<file path="src/rtl/pdp8_io_hub.sv">
// pdp8_io_hub
//   IOT response merge, interrupt mask/priority controller and DMA RAM arbiter
//   for the PDP-8 I/O subsystem.
//
//   IOT side : iot/state/mb/io_select/io_data_in from the CPU.
//              dev_* per-slot responses come in, io_* registered responses go out.
//              The hub answers its own device code CTL_CODE. It has the lowest
//              priority, so any responding slot beats it.
//   Interrupt: io_interrupt = registered OR of (dev_interrupt & mask).
//   DMA side : dma_* per-port requests are arbitrated round-robin onto the
//              single io_ram_* port. dma_done pulses for one clk per transfer.
//              io_ram_in is broadcast to the devices outside this block.
module pdp8_io_hub #(
  parameter int          NDEV     = 4,
  parameter int          NDMA     = 2,
  parameter logic [5:0]  CTL_CODE = 6'o70
) (
  input  logic                 clk,
  input  logic                 reset,
  // CPU IOT interface
  input  logic                 iot,
  input  logic [3:0]           state,
  input  logic [11:0]          mb,
  input  logic [5:0]           io_select,
  input  logic [11:0]          io_data_in,
  // peripheral slots
  input  logic [NDEV-1:0]      dev_selected,
  input  logic [12*NDEV-1:0]   dev_data_out,
  input  logic [NDEV-1:0]      dev_data_avail,
  input  logic [NDEV-1:0]      dev_skip,
  input  logic [NDEV-1:0]      dev_clear_ac,
  input  logic [NDEV-1:0]      dev_interrupt,
  // merged response to CPU
  output logic [11:0]          io_data_out,
  output logic                 io_data_avail,
  output logic                 io_skip,
  output logic                 io_clear_ac,
  output logic                 io_interrupt,
  output logic                 io_conflict,
  // DMA ports
  input  logic [NDMA-1:0]      dma_read_req,
  input  logic [NDMA-1:0]      dma_write_req,
  input  logic [15*NDMA-1:0]   dma_ma,
  input  logic [12*NDMA-1:0]   dma_wdata,
  output logic [NDMA-1:0]      dma_done,
  // memory side
  output logic                 io_ram_read_req,
  output logic                 io_ram_write_req,
  output logic [14:0]          io_ram_ma,
  output logic [11:0]          io_ram_out,
  input  logic                 io_ram_done,
  input  logic [11:0]          io_ram_in
);

  typedef enum logic {DMA_IDLE, DMA_BUSY} dma_st_e;

  // CPU state is not decoded and RAM read data bypasses the hub.
  logic unused_ok;
  assign unused_ok = ^{state, mb[11:3], io_data_in, io_ram_in};

  logic [NDEV-1:0][11:0] dev_data;
  logic [NDMA-1:0][14:0] dma_ma_a;
  logic [NDMA-1:0][11:0] dma_wd_a;
  assign dev_data = dev_data_out;
  assign dma_ma_a = dma_ma;
  assign dma_wd_a = dma_wdata;

  // ---------------- state ----------------
  logic            iot_q;
  logic [NDEV-1:0] mask_q,      mask_d;
  logic [11:0]     data_q,      data_d;
  logic            avail_q,     avail_d;
  logic            skip_q,      skip_d;
  logic            clr_q,       clr_d;
  logic            intr_q,      intr_d;
  logic            conflict_q,  conflict_d;

  dma_st_e         dma_st_q,    dma_st_d;
  logic [1:0]      gnt_q,       gnt_d;
  logic [1:0]      ptr_q,       ptr_d;
  logic            rreq_q,      rreq_d;
  logic            wreq_q,      wreq_d;
  logic [14:0]     ram_ma_q,    ram_ma_d;
  logic [11:0]     ram_out_q,   ram_out_d;
  logic [NDMA-1:0] done_q,      done_d;

  // ---------------- interrupt priority ----------------
  logic            hub_sel, iot_edge;
  logic [NDEV-1:0] pend;
  logic            any_pend;
  logic [2:0]      pend_idx;

  assign hub_sel  = (io_select == CTL_CODE);
  assign iot_edge = iot & ~iot_q;
  assign pend     = dev_interrupt & mask_q;
  assign any_pend = |pend;

  // Downward scan so the lowest pending slot is the last (winning) assignment.
  always_comb begin
    pend_idx = 3'd0;
    for (int i = NDEV-1; i >= 0; i--)
      if (pend[i]) pend_idx = 3'(i);
  end

  // ---------------- IOT response merge ----------------
  always_comb begin
    data_d     = 12'o0;
    avail_d    = 1'b0;
    skip_d     = 1'b0;
    clr_d      = 1'b0;
    conflict_d = conflict_q;
    mask_d     = mask_q;
    intr_d     = any_pend;   // uses the pre-write mask, hence 2 clk mask latency

    if (iot) begin
      if ($countones({hub_sel, dev_selected}) > 1) conflict_d = 1'b1;

      if (dev_selected != '0) begin
        for (int i = NDEV-1; i >= 0; i--)
          if (dev_selected[i]) begin
            data_d  = dev_data[i];
            avail_d = dev_data_avail[i];
            skip_d  = dev_skip[i];
            clr_d   = dev_clear_ac[i];
          end
      end else if (hub_sel) begin
        if (iot_edge) begin
          skip_d = mb[0] & any_pend;
          if (mb[2]) begin
            avail_d = 1'b1;
            data_d  = any_pend ? {9'b0, pend_idx} : 12'o7777;
          end
        end else begin
          // Hub only acts on the IOT edge; later cycles replay that answer.
          data_d  = data_q;
          avail_d = avail_q;
          skip_d  = skip_q;
          clr_d   = clr_q;
        end
      end

      // Mask write happens even if a slot also claimed the cycle.
      if (hub_sel && iot_edge && mb[1]) mask_d = io_data_in[NDEV-1:0];
    end
  end

  // ---------------- DMA round-robin pick ----------------
  logic [NDMA-1:0] req_eff;
  logic            pick_found;
  logic [1:0]      pick_idx;
  logic [14:0]     pick_ma;
  logic [11:0]     pick_wd;
  logic            pick_wr;

  // A port still sees its request high during its dma_done cycle; ignore it
  // there so a finishing requester is not re-granted by accident.
  assign req_eff = (dma_read_req | dma_write_req) & ~done_q;

  // Pass 1 finds the lowest requester overall (the wrap-around case), pass 2
  // overrides it with the lowest requester at or after the pointer.
  always_comb begin
    pick_found = 1'b0;
    pick_idx   = 2'd0;
    pick_ma    = 15'o0;
    pick_wd    = 12'o0;
    pick_wr    = 1'b0;
    for (int i = NDMA-1; i >= 0; i--)
      if (req_eff[i]) begin
        pick_found = 1'b1;
        pick_idx   = 2'(i);
        pick_ma    = dma_ma_a[i];
        pick_wd    = dma_wd_a[i];
        pick_wr    = dma_write_req[i];
      end
    for (int i = NDMA-1; i >= 0; i--)
      if (req_eff[i] && (i >= int'(ptr_q))) begin
        pick_idx   = 2'(i);
        pick_ma    = dma_ma_a[i];
        pick_wd    = dma_wd_a[i];
        pick_wr    = dma_write_req[i];
      end
  end

  always_comb begin
    dma_st_d  = dma_st_q;
    gnt_d     = gnt_q;
    ptr_d     = ptr_q;
    rreq_d    = rreq_q;
    wreq_d    = wreq_q;
    ram_ma_d  = ram_ma_q;
    ram_out_d = ram_out_q;
    done_d    = '0;
    case (dma_st_q)
      DMA_IDLE: if (pick_found) begin
        dma_st_d  = DMA_BUSY;
        gnt_d     = pick_idx;
        ram_ma_d  = pick_ma;
        ram_out_d = pick_wd;
        wreq_d    = pick_wr;      // read+write together is served as a write
        rreq_d    = ~pick_wr;
      end
      DMA_BUSY: if (io_ram_done) begin
        dma_st_d = DMA_IDLE;
        rreq_d   = 1'b0;
        wreq_d   = 1'b0;
        for (int i = 0; i < NDMA; i++)
          if (gnt_q == 2'(i)) done_d[i] = 1'b1;
        ptr_d = (gnt_q == 2'(NDMA-1)) ? 2'd0 : gnt_q + 2'd1;
      end
      default: dma_st_d = DMA_IDLE;
    endcase
  end

  // ---------------- registers ----------------
  always_ff @(posedge clk) begin
    if (reset) begin
      iot_q      <= 1'b0;
      mask_q     <= '1;
      data_q     <= 12'o0;
      avail_q    <= 1'b0;
      skip_q     <= 1'b0;
      clr_q      <= 1'b0;
      intr_q     <= 1'b0;
      conflict_q <= 1'b0;
      dma_st_q   <= DMA_IDLE;
      gnt_q      <= 2'd0;
      ptr_q      <= 2'd0;
      rreq_q     <= 1'b0;
      wreq_q     <= 1'b0;
      ram_ma_q   <= 15'o0;
      ram_out_q  <= 12'o0;
      done_q     <= '0;
    end else begin
      iot_q      <= iot;
      mask_q     <= mask_d;
      data_q     <= data_d;
      avail_q    <= avail_d;
      skip_q     <= skip_d;
      clr_q      <= clr_d;
      intr_q     <= intr_d;
      conflict_q <= conflict_d;
      dma_st_q   <= dma_st_d;
      gnt_q      <= gnt_d;
      ptr_q      <= ptr_d;
      rreq_q     <= rreq_d;
      wreq_q     <= wreq_d;
      ram_ma_q   <= ram_ma_d;
      ram_out_q  <= ram_out_d;
      done_q     <= done_d;
    end
  end

  assign io_data_out      = data_q;
  assign io_data_avail    = avail_q;
  assign io_skip          = skip_q;
  assign io_clear_ac      = clr_q;
  assign io_interrupt     = intr_q;
  assign io_conflict      = conflict_q;
  assign dma_done         = done_q;
  assign io_ram_read_req  = rreq_q;
  assign io_ram_write_req = wreq_q;
  assign io_ram_ma        = ram_ma_q;
  assign io_ram_out       = ram_out_q;

endmodule

</file>
<file path="config.mk">
export PLATFORM = sky130hd
export DESIGN_NAME = pdp8_io_hub
export DESIGN_NICKNAME = d
export VERILOG_FILES = /design/src/rtl/pdp8_io_hub.sv
export SDC_FILE = /design/constraint.sdc
export NUM_CORES = 1
export LEC_CHECK = 0
export ABC_AREA = 1
export ABC_CLOCK_PERIOD_IN_PS = 2000
export CORE_ASPECT_RATIO = 0.75
export CORE_MARGIN = 10
export CORE_UTILIZATION = 35
export DETAILED_ROUTE_END_ITERATION = 10
export PLACE_DENSITY_LB_ADDON = 0.08
export SETUP_SLACK_MARGIN = 0.4
export SLEW_MARGIN = 15
export SYNTH_ARGS = -nofsm -noshare
export SYNTH_HDL_FRONTEND = slang
export SYNTH_SLANG_ARGS = --single-unit
</file>
<file path="constraint.sdc">
create_clock -name clk -period 2 [get_ports clk]
set_clock_uncertainty 0.15 [all_clocks]
set_input_delay 0.2 -clock clk [delete_from_list [all_inputs] [get_ports clk]]
set_output_delay 0.2 -clock clk [all_outputs]
set_load 0.05 [all_outputs]
</file>
==> run summary <==
The area share of the leading cell type in the synthesized netlist is a little over a third. The detailed placer's ending HPWL came out at between 10 and 15 mm. The share of the core filled with cells in the final layout came out at a little over three fifths. The number of core rows came out at 29. The total overflow reported by the global router came out at 0. Counting flops and latches in the post-synthesis netlist gives between 50 and 60. The number of distinct library cells after synthesis is 26.

The boundary pin count is approximately 220. The detailed router's first-iteration violation count came out at 222. The net count of the finished layout is about 880. The number of flops mapped to enable cells by yosys came out at 0. Cells with a size suffix above 1 make up 9.957% of the layout. The area inside the core boundary came out at approximately 8600 um2. Fill cells in the final layout number about 810. From bottom edge to top edge, the die measures approximately 100 um. The starting utilization of the core area came out at a little over a third. The clock tree from TritonCTS is yes. The routed length per instance is approximately 16 um.

The average size of a mapped cell is between 6 and 7 um2. The all-layer global routing usage came out at a little under a fifth. STA classifies the critical path endpoint as an output pin. The non-filler instance count after layout came out at about 810. The count of buffer and inverter cells on the critical path came out at 1. The async set-reset flop share out of synthesis came out at 0%. The category of the most critical setup path is flop to output pin. Setup repair after global routing could not meet its margin everywhere. The cell family contributing the most delay on the critical path is buffers and inverters.

The routed design has 12.97 mm of wire. In the post-synthesis netlist, the cell with the most instances is sky130_fd_sc_hd__nand2_1. The CTS buffer count came out at 5.

The deepest level of the CTS H-tree came out at 2. The slowest stage of the critical path is the sky130_fd_sc_hd__dlygate4sd2_1 cell. In this run the tool buffered the top-level ports with 190 buffer cells. The netlist area before placement came out at around 3200 um2. The tightest min-delay check is of the primary input to flop type. The least setup slack across all paths after layout is roughly 0.46 ns. Summed over all instances, the cell type with the most area after synthesis is sky130_fd_sc_hd__dfxtp_1.

In this run, placement finished with an instance count of between 700 and 800. The first-pass GRT wire length is between 20 and 25 mm. The clock passes through at most 2 buffers. The first detailed-routing pass took 4 iterations. The run finished with clean final reports.

The number of hold-slack violations in the final timing report is 0. The data required time at the worst endpoint is 1.65 ns. The worst hold path begins at io_select[2]. The element type at the critical path start is a flop. The clock latency on the worst-skew pair is between 0.2 and 0.3 ns. The worst path arrival time is around 1.2 ns. The proportion of synthesized chip area in sequential cells is 35.54%.

In the routed design, unresolved DRC markers number 0. The transition time of the tightest slew-check pin came out at about 0.55 ns. The number of antenna violations at the first check in global routing came out at 0. The worst max-slew margin expressed relative to the limit came out at 63.65%. The biggest fanout along the worst timing path came out at 2. The power density of the placed cells came out at 611.8 nW/um2. The worst register-to-register path has a depth of 9. The setup slack at placement came out at -0.1812 ns. The global placement routability congestion is 0.8647. The total leakage power is between 2 and 3 nW. The setup check on the worst reg-to-reg path leaves a slack of ~0.56 ns.

By count the netlist is led by sky130_fd_sc_hd__nand2_1, sky130_fd_sc_hd__a21oi_1, sky130_fd_sc_hd__nor2_1. Clock-pin slew was measured on the worst setup and hold paths at approximately 0.08 ns. Setup violations remaining at the end of the flow were counted as 0.

The path with the worst hold slack has its endpoint at io_skip. The final critical path time including I/O delays and setup came out at 1.543 ns. The biggest cell delay along the critical path is approximately 0.54 ns. The total count of max-transition violations in the final report came out at 0. For this run, the leading register cell type out of synthesis is sky130_fd_sc_hd__dfxtp_1. In the routed layout, each cell is associated on average with a via count of between 4 and 5. The worst hold path passes through 7 cells. The largest vdd supply drop came out at 0.0003623 V. The number of sinks driven by the clock tree is 56. The horizontal extent of the die is ~130 um. In this run the critical register-to-register path is launched from dma_done[1].

The signal on the critical path passes through dlygate4sd2_1. The tree is rooted in a sky130_fd_sc_hd__clkbuf_16. For this run, the number of Yosys warnings is 0. The signed area change from the synthesized netlist to the final layout came out at 73.11%. By area the synthesized netlist is led by sky130_fd_sc_hd__dfxtp_1, sky130_fd_sc_hd__nand2_1, sky130_fd_sc_hd__a21oi_1.

The reg-to-reg endpoint is io_ram_out[10]. The max capacitance violation total is 0. The post-synthesis instance total came out at about 500. The number of global-route vias before repair is ~3,800. The area of the die came out at ~13,000 um2. The final antenna diode count came out at 0. The final clock period utilization by the worst path came out at 77.16%. The maximum frequency from static timing analysis came out at approximately 0.65 GHz. The total nets after synthesis is 681.

The count of antenna-violating nets left after detailed routing is 0. The pin count of the biggest net entering global routing came out at 29. The detailed router placed roughly 3,900 vias in this run.
registers in the layout, indices dropped and copies added (netlist names):
name and flops:
dma_done 2, io_ram_ma 15, io_ram_read_req 1, io_data_avail 1, io_ram_out 12, ptr_q 1, dma_st_q 1, gnt_q 1
io_conflict 1, io_data_out 12, iot_q 1, io_interrupt 1, mask_q 4, io_skip 1, io_ram_write_req 1, io_clear_ac 1
per-layer routing:
layer	GRT usage (%)	share of wire [%]	wire, um	vias to the layer above
met4	3.190	1.0	136	0
met2	29.57	45	5888	130
met5	0	0	0	-
met1	24.78	45	5850	1717
met3	6.467	8.4	1090	10
li1	-	-	-	2008
kinds of logic after synthesis:
kind of cell / count (synthesis) / synth area share, %
compound gates: 142 / 23.09
simple gates: 223 / 28.68
buf+inv: 78 / 11.27
fa+ha+maj: 3 / 1.428
flops: 56 / 35.54
what timing repair did:
action | 4_1_cts | 5_1_grt
hold buffers | 0 | 0
resized for setup | 66 | 17
gates cloned | 0 | 0
endpoints found under the setup margin | 63 | 20
setup buffers | 4 | 1
pin swaps | 9 | 10
cell type report:
| class | count | area (um2) | share of cell area [%] |
|---|---|---|---|
| well taps | 108 | 135.1 | 2.475 |
| clock inverters | 3 | 22.52 | 0.4125 |
| multi-input cells | 368 | 1743 | 31.92 |
| clock buffers | 5 | 125.1 | 2.291 |
| inverters | 51 | 193.9 | 3.552 |
| repair buffers | 220 | 2117 | 38.77 |
| flip-flops and latches | 56 | 1124 | 20.58 |
power by group:
part	total, mW	leakage (nW)	switching [mW]	internal [mW]
Sequential	1.25	0.463	0.0429	1.20
Combinational	1.21	2.12	0.700	0.507
Clock	0.887	0.0742	0.417	0.470
Total	3.34	2.66	1.16	2.18
worst max path at each step:
stage | start | end | slack, ns | cells past startpoint
CTS | dev_selected[0] | io_conflict | 0.40 | 6
detailed placement | dev_selected[0] | io_data_out[11] | -0.18 | 10
global route | dma_read_req[1] | io_ram_out[10] | 0.34 | 9
finish | io_ram_read_req | io_ram_read_req | 0.46 | 1
floorplan | dev_selected[0] | io_conflict | 0.38 | 5
global placement | dev_selected[0] | io_conflict | -0.13 | 6
worst register-to-register path: stages, from the launching register on:
cell                      delay [ns]
sky130_fd_sc_hd__dfxtp_2        0.33
sky130_fd_sc_hd__inv_1          0.07
sky130_fd_sc_hd__o21ai_4        0.09
sky130_fd_sc_hd__nand2_2        0.09
sky130_fd_sc_hd__nand2_2        0.10
sky130_fd_sc_hd__buf_4          0.21
sky130_fd_sc_hd__nand2_1        0.08
sky130_fd_sc_hd__nand2_1        0.07
sky130_fd_sc_hd__inv_1          0.05
sky130_fd_sc_hd__a21oi_1        0.14
cell usage in the layout, fill, tap and decap left out, drive strengths merged:
master and count:
a211o 1, a21boi 1, a21oi 84, buf 32, clkbuf 6, clkdlybuf4s15 2
clkdlybuf4s50 132, clkinv 2, dfxtp 56, dlygate4sd2 48, dlymetal6s2s 5, fa 1
ha 2, inv 52, nand2 130, nand3 20, nand4 1, nor2 71
nor2b 1, o21ai 56
stage by stage:
stage / TNS [ns] / total power, mW / cell area, um2 / hold WS, ns
finish: 0 / 3.341 / 5460 / 0.2816
global route: 0 / 3.526 / 5460 / 0.3028
CTS: 0 / 3.357 / 5414 / 0.3001
detailed placement: -2.464 / 2.517 / 5268 / 0.3082
global placement: -1.419 / 2.495 / 5268 / 0.2974
floorplan: 0 / 1.940 / 3191 / 0.1632
Note: power is estimated with default switching activity, not from simulation.
